===== src/rtl/cam_array.sv =====
// cam_array: content-addressable memory with DEPTH entries of DATA_W bits.
// Search results are registered and the lowest matching index wins. Writes
// store a word or invalidate a single entry. A flush request walks every
// entry, clearing one valid bit per cycle.
// Optional build macro CAM_MULTI_HIT_EN adds the cam_multi_hit_out and
// cam_hit_count_out outputs.
//
// FSM states:
//   state    | meaning
//   ST_IDLE  | searches and writes accepted, cam_flush starts a flush
//   ST_FLUSH | one entry invalidated per cycle, all inputs ignored, busy=1
module cam_array #(
  parameter int DATA_W = 16,
  parameter int DEPTH  = 16,
  parameter int ADDR_W = 4
) (
  input  logic              clk,
  input  logic              rst_n,
  input  logic              cam_wr_en,
  input  logic [ADDR_W-1:0] cam_wr_addr,
  input  logic [DATA_W-1:0] cam_wr_data,
  input  logic              cam_wr_valid,
  input  logic              cam_flush,
  input  logic              cam_enable,
  input  logic [DATA_W-1:0] cam_data_in,
  output logic              cam_hit_out,
  output logic [ADDR_W-1:0] cam_addr_out,
  output logic              cam_busy
`ifdef CAM_MULTI_HIT_EN
  ,
  output logic              cam_multi_hit_out,
  output logic [ADDR_W:0]   cam_hit_count_out
`endif
);

  typedef enum logic [0:0] {
    ST_IDLE  = 1'b0,
    ST_FLUSH = 1'b1
  } state_t;

  localparam logic [ADDR_W:0] LP_DEPTH = (ADDR_W+1)'(DEPTH);
  localparam logic [ADDR_W:0] LP_LAST  = (ADDR_W+1)'(DEPTH - 1);
  localparam logic [ADDR_W:0] LP_ONE   = (ADDR_W+1)'(1);

  state_t              r_state;
  logic [ADDR_W:0]     r_cnt;
  logic                r_busy;
  logic [DEPTH-1:0]    r_valid;
  logic [DATA_W-1:0]   r_mem [DEPTH];

  logic [DEPTH-1:0]    w_match;
  logic                w_any;
  logic [ADDR_W-1:0]   w_low;
  logic                w_wr_ok;
  logic                w_search;

  // A write is accepted only in IDLE, in range, and when no flush is requested
  assign w_wr_ok  = (r_state == ST_IDLE) && cam_wr_en && !cam_flush &&
                    ({1'b0, cam_wr_addr} < LP_DEPTH);
  assign w_search = (r_state == ST_IDLE) && cam_enable;
  assign cam_busy = r_busy;

  // Per-entry match against the pre-write contents
  always_comb begin
    w_match = '0;
    for (int i = 0; i < DEPTH; i++) begin
      w_match[i] = r_valid[i] && (r_mem[i] == cam_data_in);
    end
  end

  // Lowest-index priority encode of the match vector
  always_comb begin
    w_any = |w_match;
    w_low = '0;
    for (int i = DEPTH - 1; i >= 0; i--) begin
      if (w_match[i]) w_low = ADDR_W'(i);
    end
  end

  // Data words are not reset; valid bits alone decide whether an entry matches
  always_ff @(posedge clk) begin
    if (w_wr_ok && cam_wr_valid) r_mem[cam_wr_addr] <= cam_wr_data;
  end

  // Flush FSM, flush counter and valid bits
  always_ff @(posedge clk or negedge rst_n) begin
    if (!rst_n) begin
      r_state <= ST_IDLE;
      r_cnt   <= '0;
      r_busy  <= 1'b0;
      r_valid <= '0;
    end else begin
      case (r_state)
        ST_IDLE: begin
          if (cam_flush) begin
            r_state <= ST_FLUSH;
            r_cnt   <= '0;
            r_busy  <= 1'b1;
          end else if (w_wr_ok) begin
            r_valid[cam_wr_addr] <= cam_wr_valid;
          end
        end
        ST_FLUSH: begin
          r_valid[r_cnt[ADDR_W-1:0]] <= 1'b0;
          r_cnt <= r_cnt + LP_ONE;
          if (r_cnt == LP_LAST) begin
            r_state <= ST_IDLE;
            r_busy  <= 1'b0;
          end
        end
        default: begin
          r_state <= ST_IDLE;
          r_busy  <= 1'b0;
        end
      endcase
    end
  end

  // Registered search result, zeroed on miss, idle search or busy
  always_ff @(posedge clk or negedge rst_n) begin
    if (!rst_n) begin
      cam_hit_out  <= 1'b0;
      cam_addr_out <= '0;
    end else if (w_search && w_any) begin
      cam_hit_out  <= 1'b1;
      cam_addr_out <= w_low;
    end else begin
      cam_hit_out  <= 1'b0;
      cam_addr_out <= '0;
    end
  end

`ifdef CAM_MULTI_HIT_EN
  logic [ADDR_W:0] w_count;

  // Population count of the match vector
  always_comb begin
    w_count = '0;
    for (int i = 0; i < DEPTH; i++) begin
      w_count = w_count + (ADDR_W+1)'(w_match[i]);
    end
  end

  // Registered multi-hit flag and hit count, same zeroing as cam_hit_out
  always_ff @(posedge clk or negedge rst_n) begin
    if (!rst_n) begin
      cam_multi_hit_out <= 1'b0;
      cam_hit_count_out <= '0;
    end else if (w_search) begin
      cam_multi_hit_out <= (w_count >= (ADDR_W+1)'(2));
      cam_hit_count_out <= w_count;
    end else begin
      cam_multi_hit_out <= 1'b0;
      cam_hit_count_out <= '0;
    end
  end
`endif

endmodule


===== config.mk =====
export PLATFORM = sky130hd
export DESIGN_NAME = cam_array
export DESIGN_NICKNAME = d
export VERILOG_FILES = /design/src/rtl/cam_array.sv
export SDC_FILE = /design/constraint.sdc
export NUM_CORES = 1
export LEC_CHECK = 0
export BUFFER_PORTS_ARGS = -buffer_cell sky130_fd_sc_hd__buf_2
export CORE_MARGIN = 5
export CORE_UTILIZATION = 35
export DETAILED_ROUTE_END_ITERATION = 16
export PLACE_DENSITY_LB_ADDON = 0.1
export SETUP_SLACK_MARGIN = 0.05
export SYNTH_ARGS = -nofsm -noshare
export SYNTH_HDL_FRONTEND = slang
export SYNTH_SLANG_ARGS = --single-unit

===== constraint.sdc =====
create_clock -name clk -period 4.63 [get_ports clk]
set_clock_uncertainty 0.2 [all_clocks]
set_input_delay 0.463 -clock clk [delete_from_list [all_inputs] [get_ports clk]]
set_output_delay 0.463 -clock clk [all_outputs]
set_load 0.01 [all_outputs]

Word level (Yosys, flattened, before mapping)

Memory sizes are Yosys's and may differ from the RTL's.
Cells that the tools add are included.
Widths: inputs -> output; s select.

Input port bits: 42
Memories: 1
Flip-flop bits (word level): 28
Output and inout bits: 6
Logic and storage cells: 99
RAM bits: 256

Order comparisons: 4
Add/sub/neg operators: 1
Bitwise logic cells: 3
Reduce and logical (&&, ||, !) cells: 27
Mux-type cells: 36
Eq/ne operators: 21

Memory list:

| memory | words | width | read ports | clocked after Yosys merged registers in | wr ports | line | text |
|---|---|---|---|---|---|---|---|
| r_mem  | 16    | 16    | 16         | 0                                       | 1        | 49   | `logic [DATA_W-1:0] r_mem [DEPTH];` |

Operators by type and width:

| operator            | number |
|---|---|
| $eq 16x16->1        | 16 |
| $mux 4              | 17 |
| $mux 16             | 2 |
| $pmux 16 s2         | 1 |
| $logic_and 1x1->1   | 23 |
| $and 16x16->16      | 1 |
| $bwmux 16           | 1 |
| $not 16->16         | 1 |
| $reduce_or 16->1    | 1 |
| $lt 4x5->1 const B  | 2 |
| $pmux 5 s2          | 1 |
| $mux 1              | 9 |
| $demux 1 s4         | 2 |
| $ge 4x1->1 const B  | 2 |
| $ne 2x2->1 const B  | 3 |
| $add 5x1->5 const B | 1 |
| $eq 5x4->1 const B  | 1 |
| $mux 5              | 1 |
| $pmux 1 s2          | 2 |
| $reduce_and 2->1    | 2 |
| $ne 2x1->1 const B  | 1 |
| $logic_not 1->1     | 1 |
| $not 1->1           | 1 |

Logic depth before layout (Yosys ltp)

Gate-level depths: netlist (run 1).

Depth in word-level cells: 19
Depth in mapped cells: 11
Mapped depth without buffers: 9

Worst setup path before layout (run 1)

No wires, ideal clock.

Kind: input-to-reg
From: in cam_wr_en
To: mem r_mem[11][0] (enable)
Stages on the path: 5
Setup slack: 2061 ps
Setup time: 388 ps
Path buffers: 0
Required time: 4042 ps
Data arrival time: 1980 ps
Cell sequence: inv_1 -> or3_1 -> nor2_1 -> nand3_1 -> nor2_1

Word-level cells in the longest chain between the ends: 5

RTL lines:

| item                           | line | text |
|---|---|---|
| start: declaration             | 19   | `input logic cam_wr_en,` |
| $logic_and 1x1->1 (2 in a row) | 58   | `assign w_wr_ok = (r_state == ST_IDLE) && cam_wr_en && !cam_flush &&` |
| $logic_and 1x1->1              | 82   | `if (w_wr_ok && cam_wr_valid) r_mem[cam_wr_addr] <= cam_wr_data;` |
| $mux 1                         | 82   |  |
| $mux 1 (implied by the code)   | 82   |  |
| end: declaration               | 49   |  |

Every way passes these cells.

Worst setup path after layout (run 1)

From: reg r_state
To: mem r_mem[6][6] (enable)

Word-level cells in the longest chain between the ends: 6

RTL lines:

| item                           | line | text |
|---|---|---|
| start: declaration             | 45   | `state_t r_state;` |
| start signal: assignment       | 88   | `r_state <= ST_IDLE;` |
| start signal: assignment       | 96   | `r_state <= ST_FLUSH;` |
| start signal: assignment       | 107  | `r_state <= ST_IDLE;` |
| $not 1->1                      | --   |  |
| $logic_and 1x1->1 (2 in a row) | 58   |  |
| $logic_and 1x1->1              | 82   |  |
| $mux 1                         | 82   |  |
| $mux 1 (implied by the code)   | 82   |  |

Every way passes these cells.

==> flow_summary.json, run 1 <==
{
  "outcome": "finished clean",
  "yosys-top-cells-count": "edfxtp_1 (256), xnor2_1 (210), xor2_1 (48)",
  "pwr-share-seq": 0.488,
  "use_met3": 0.0295,
  "yosysTopAreaCellShare": 0.618,
  "synth_area_um2": 12400,
  "synth_compound_gate_area_share": 0.0357,
  "gr-usage-met2": 0.295,
  "clkSinkCount": 284,
  "synthMuxAreaShare": 0,
  "yosysMostFrequentCell": "edfxtp_1",
  "setup_ws_ns": 1.73,
  "nFillCells": 3330,
  "vias": 7055,
  "grt_use_total": 0.184,
  "rsz0062_at_grt": "no",
  "synth_edf_count": 256,
  "drv_slew": 0,
  "drt_iter0_markers": 533,
  "initial_core_util": 0.353,
  "placed_area_um2": 13200,
  "stdcell_area_um2": 14200,
  "synthTopCellsByArea": "edfxtp_1 (62%), xnor2_1 (15%), dfrtp_1 (5.6%), xor2_1 (3.4%), nand4_1 (2.3%)",
  "hold_viol_final": 0,
  "crit_type": "flop to flop",
  "hold_class": "input port to flop",
  "die_h_um": 199,
  "synthArstFlopShare": 0.0986,
  "max_slew_margin": 0.248,
  "row_count": 69,
  "maxCapViolations": 0,
  "cts_buffers": 34,
  "io_buffers": 47,
  "r2r_setup_slack_ns": 1.73,
  "switching_power_uw": 1440,
  "tightestPinTransition_ns": 1.12,
  "crit_path_end_kind": "flop",
  "synth_adder_area_share": 0.00503,
  "fin_crit_ns": 2.90,
  "totalNegativeSetupSlack_ns": 0,
  "cts.clk_slew.worst_paths_ns": 0.06,
  "max_freq_mhz": 345,
  "cts_resized": 0,
  "insertion_delay_ns": 0.51,
  "ys_ff_latch": 284,
  "routedWlPerCell_um": 26.0,
  "drive_gt1_frac": 0.141,
  "grt_max_degree": 29,
  "drt-vias-per-instance": 5.09,
  "grt_pass1_wl_mm": 51.6,
  "drc": 0,
  "final_util": 0.402,
  "p_comb_frac": 0.091,
  "ys_seq_area_frac": 0.674,
  "pin_count": 48,
  "areaGrowthSynthToFinish_pct": 14.1,
  "grt_antenna_before_repair": 1,
  "yosys_warnings": 0,
  "synth_fp_nets": 881,
  "intPower_uw": 4520,
  "fp.dieArea_um2": 39400,
  "synth-simple-area-share": 0.0790,
  "switching_share": 0.242,
  "hpwl_mm": 22.0,
  "gr-total-overflow": 0,
  "cts_buffer_depth": 3,
  "whs_ns": 0.106,
  "cts_tree": "done",
  "synth_cells": 834,
  "gp_congestion": 0.780,
  "powerDensity_nw_per_um2": 420,
  "dpl_worst_slack_ns": 1.35,
  "ant_nets": 0,
  "die_w_um": 199,
  "root_buffer": "clkbuf_16",
  "ctsHoldBuffers": 1,
  "vdd_drop_max_uv": 258,
  "coreArea_um2": 35300,
  "pwr-share-clk": 0.421,
  "busiest_layer": "met2",
  "h-tree-depth": 2,
  "nets": 949,
  "synth_top_family_by_area": "XOR/XNOR gates",
  "synth_xor_area_frac": 0.182,
  "post-route-period-util": 0.626,
  "worstPathRequired_ns": 4.54,
  "synth_ff_type": "edfxtp_1",
  "ys_types": 42,
  "avgSynthCellArea_um2": 14.9,
  "setup_viol_count_final": 0,
  "cts_setup_buffers": 0,
  "cp_max_fo": 16,
  "start_kind": "flop",
  "crit_arrival_ns": 2.81,
  "grt_pass1_vias": 7155,
  "dr.pass1.iters": 5,
  "power.leakage_uw": 0.00457,
  "synth_top_cell_by_area": "edfxtp_1",
  "grtUsageMet1": 0.265,
  "drt_wl_total_mm": 35.9
}
## per-stage QoR
stage	std cells	total power, uW
floorplan	834	3300
detailed placement	1326	3510
finish	1385	5960
CTS	1384	6040
global placement	1326	3520
global route	1384	6220
## power by group through the flow
stage / Sequential (uW) / Clock, uW / Combinational (uW)
2_1_floorplan: 2930 / 0 / 367
3_3_place_gp: 2960 / 0 / 552
3_5_place_dp: 2970 / 0 / 548
4_1_cts: 2910 / 2580 / 551
5_1_grt: 2920 / 2690 / 601
6_report: 2910 / 2510 / 543
## critical path: stages (launching register included)
cell	delay [ns]
dfrtp_1	0.54
or3_1	0.52
nor2_1	0.23
nand2_1	0.19
nor2_2	0.81
## metal layers
metal / routed length, um / vias to the layer above
li1: - / 3181
met1: 16700 / 3601
met2: 16800 / 212
met3: 1720 / 59
met4: 723 / 2
met5: 21 / -
## placed cells by master (no fill, tap or decap), types with 23 or more instances in the layout
master / n
a21oi_1: 33
buf_2: 47
buf_4: 23
clkbuf_16: 36
dfrtp_1: 28
edfxtp_1: 256
nand4_1: 46
nor2_1: 24
xnor2_1: 210
xor2_1: 48
## area by class of cell
type | count | area [um^2] | area share
clock buffer | 40 | 926 | 0.0652
tap | 461 | 577 | 0.0406
antenna | 1 | 2.50 | 0.000176
clock inverter | 17 | 111 | 0.00784
sequential | 284 | 8390 | 0.591
inverter | 8 | 30.0 | 0.00211
multi-input combinational | 503 | 3750 | 0.264
timing repair buffer | 71 | 418 | 0.0294
## logic make-up after synthesis
logic type,count (synthesis)
flops,284
simple gates,171
compound gates,69
xor+xnor,258
buf+inv,47
fa+ha+maj,5
## worst paths after layout
check                                from           to  cells after the start
min in group asynchronous           rst_n  r_valid[14]                      2
worst max-delay path              r_state  r_mem[6][6]                      4
max in group asynchronous           rst_n   r_valid[7]                      2
worst max register to register    r_state  r_mem[6][6]                      4
worst min register to register   r_cnt[4]     r_cnt[4]                      2
worst min-delay path            cam_flush     cam_busy                      3
## state kept, by name, indices dropped and copies added, names as in the netlist
| signal | count |
|---|---|
| r_valid | 16 |
| r_mem | 256 |
| r_cnt | 5 |
| cam_addr_out | 4 |
| r_state | 1 |
| cam_hit_out | 1 |
| cam_busy | 1 |
Note: power is estimated with default switching activity, not from simulation.
==> inputs of run 2 (changes only) <==
- clock period: 4.63 -> 2.8 ns (I/O delays scaled with it)
==> flow_summary.json, run 2 (synthesis results as in run 1) <==
{
  "outcome": "finished clean",
  "crit_type": "flop to flop",
  "hpwl_mm": 23.7,
  "grt_use_total": 0.186,
  "busiest_layer": "met2",
  "placed_area_um2": 13600,
  "switching_power_uw": 2410,
  "grt_antenna_before_repair": 2,
  "drt_iter0_markers": 655,
  "switching_share": 0.240,
  "whs_ns": 0.0409,
  "grt_max_degree": 29,
  "largest_register": "r_mem",
  "reg_top3": "r_mem (256), r_valid (16), r_cnt (5)",
  "areaGrowthSynthToFinish_pct": 18.2,
  "fin_crit_ns": 2.60,
  "root_buffer": "clkbuf_16",
  "grt_pass1_vias": 7276,
  "post-route-period-util": 0.927,
  "gp_congestion": 0.812,
  "intPower_uw": 7630,
  "vdd_drop_max_uv": 509,
  "crit_path_end_kind": "flop",
  "gr-total-overflow": 0,
  "worstPathRequired_ns": 3.00,
  "crit_arrival_ns": 2.79,
  "ant_nets": 0,
  "cp_max_fo": 2,
  "gr-usage-met2": 0.297,
  "die_w_um": 199,
  "max_slew_margin": 0.211,
  "pin_count": 48,
  "cts_tree": "done",
  "p_comb_frac": 0.097,
  "setup_viol_count_final": 0,
  "power.leakage_uw": 0.00489,
  "hold_class": "input port to flop",
  "maxCapViolations": 0,
  "nFillCells": 3227,
  "pwr-share-seq": 0.478,
  "io_buffers": 47,
  "die_h_um": 199,
  "use_met3": 0.0303,
  "drc": 0,
  "insertion_delay_ns": 0.52,
  "fp.dieArea_um2": 39400,
  "rsz0062_at_grt": "no",
  "final_common_cell": "edfxtp_1",
  "final_cell_mix": "edfxtp_1 (256), xnor2_1 (210), buf_4 (74)",
  "start_kind": "flop",
  "cts.clk_slew.worst_paths_ns": 0.06,
  "totalNegativeSetupSlack_ns": 0,
  "drive_gt1_frac": 0.188,
  "dr.pass1.iters": 5,
  "coreArea_um2": 35300,
  "drt_wl_total_mm": 36.6,
  "h-tree-depth": 2,
  "routedWlPerCell_um": 25.3,
  "drt-vias-per-instance": 4.95,
  "max_freq_mhz": 385,
  "grt_pass1_wl_mm": 52.3,
  "largest_reg_flops": 256,
  "grtUsageMet1": 0.271,
  "clkSinkCount": 284,
  "cts_buffer_depth": 3,
  "cts_buffers": 34,
  "row_count": 69,
  "nets": 1007,
  "drv_slew": 0,
  "vias": 7147,
  "hold_viol_final": 0,
  "initial_core_util": 0.353,
  "tightestPinTransition_ns": 1.18,
  "powerDensity_nw_per_um2": 683,
  "pwr-share-clk": 0.425,
  "stdcell_area_um2": 14700
}
run 2: cell count changes in the layout (fill, tap and decap cells not counted), moves of 2 or more:
| cell | delta |
|---|---|
| buf_12 | +2 |
| buf_4 | +51 |
| clkbuf_1 | +3 |
| clkbuf_8 | +2 |
| clkinv_1 | -3 |
| dlygate4sd3_1 | +5 |
run 2: power by group through the flow:
stage / Sequential, uW / Combinational (uW) / Clock (uW)
final: 4800 / 975 / 4270
after global routing: 4810 / 1070 / 4560
after CTS: 4800 / 986 / 4370
after detailed placement: 4890 / 971 / 0
after global placement: 4890 / 976 / 0
after floorplan: 4850 / 607 / 0
run 2: cell type report:
type | instances | area [um^2] | area share
flip-flops and latches | 284 | 8390 | 0.570
well taps | 461 | 577 | 0.0392
repair buffers | 129 | 891 | 0.0605
clock inverters | 15 | 129 | 0.00876
diodes | 1 | 2.50 | 0.000170
inverters | 8 | 30.0 | 0.00204
clock buffers | 44 | 940 | 0.0639
multi-input cells | 503 | 3760 | 0.255
run 2: timing repair:
item                       CTS  global route
resized for setup            0             1
hold buffers                 6             0
setup buffers                0             1
hold endpoints to repair    39             0
setup endpoints to repair    0             1
run 2: worst paths after layout:
check | from | end | slack (ns) | depth (start not counted)
worst max-delay path | r_mem[14][4] | cam_addr_out[0] | 0.20 | 11
worst min-delay path | cam_wr_data[3] | r_mem[14][3] | 0.04 | 1
worst max register to register | r_mem[14][4] | cam_addr_out[0] | 0.20 | 11
worst min register to register | r_cnt[4] | r_cnt[4] | 0.27 | 2
max in group asynchronous | rst_n | r_cnt[2] | 1.85 | 2
min in group asynchronous | rst_n | r_valid[4] | 0.13 | 2
run 2: worst max-delay path, stage by stage, from the launching register on:
cell and delay [ns]:
edfxtp_1 0.38, xor2_1 0.17, nor4_2 0.30, buf_4 0.15, nand4_1 0.09, buf_4 0.18, o2111ai_1 0.21, a21oi_1 0.10
o21ai_1 0.12, a21oi_1 0.09, o31a_1 0.25, o211a_1 0.22
run 2: through the flow:
stage,instances,worst slack (ns),util,total power (uW)
final,1445,0.203,0.417,10000
after global routing,1444,0.0541,0.417,10400
after floorplan,834,0.332,-,5460
after global placement,1378,0.0108,0.384,5860
after CTS,1443,0.100,0.416,10200
after detailed placement,1378,0.0357,0.384,5860
run 2: routing by layer:
layer	up-vias	wire length, um
li1	3297	-
met1	3657	17500
met2	151	17000
met3	42	1530
met4	0	527
met5	-	0
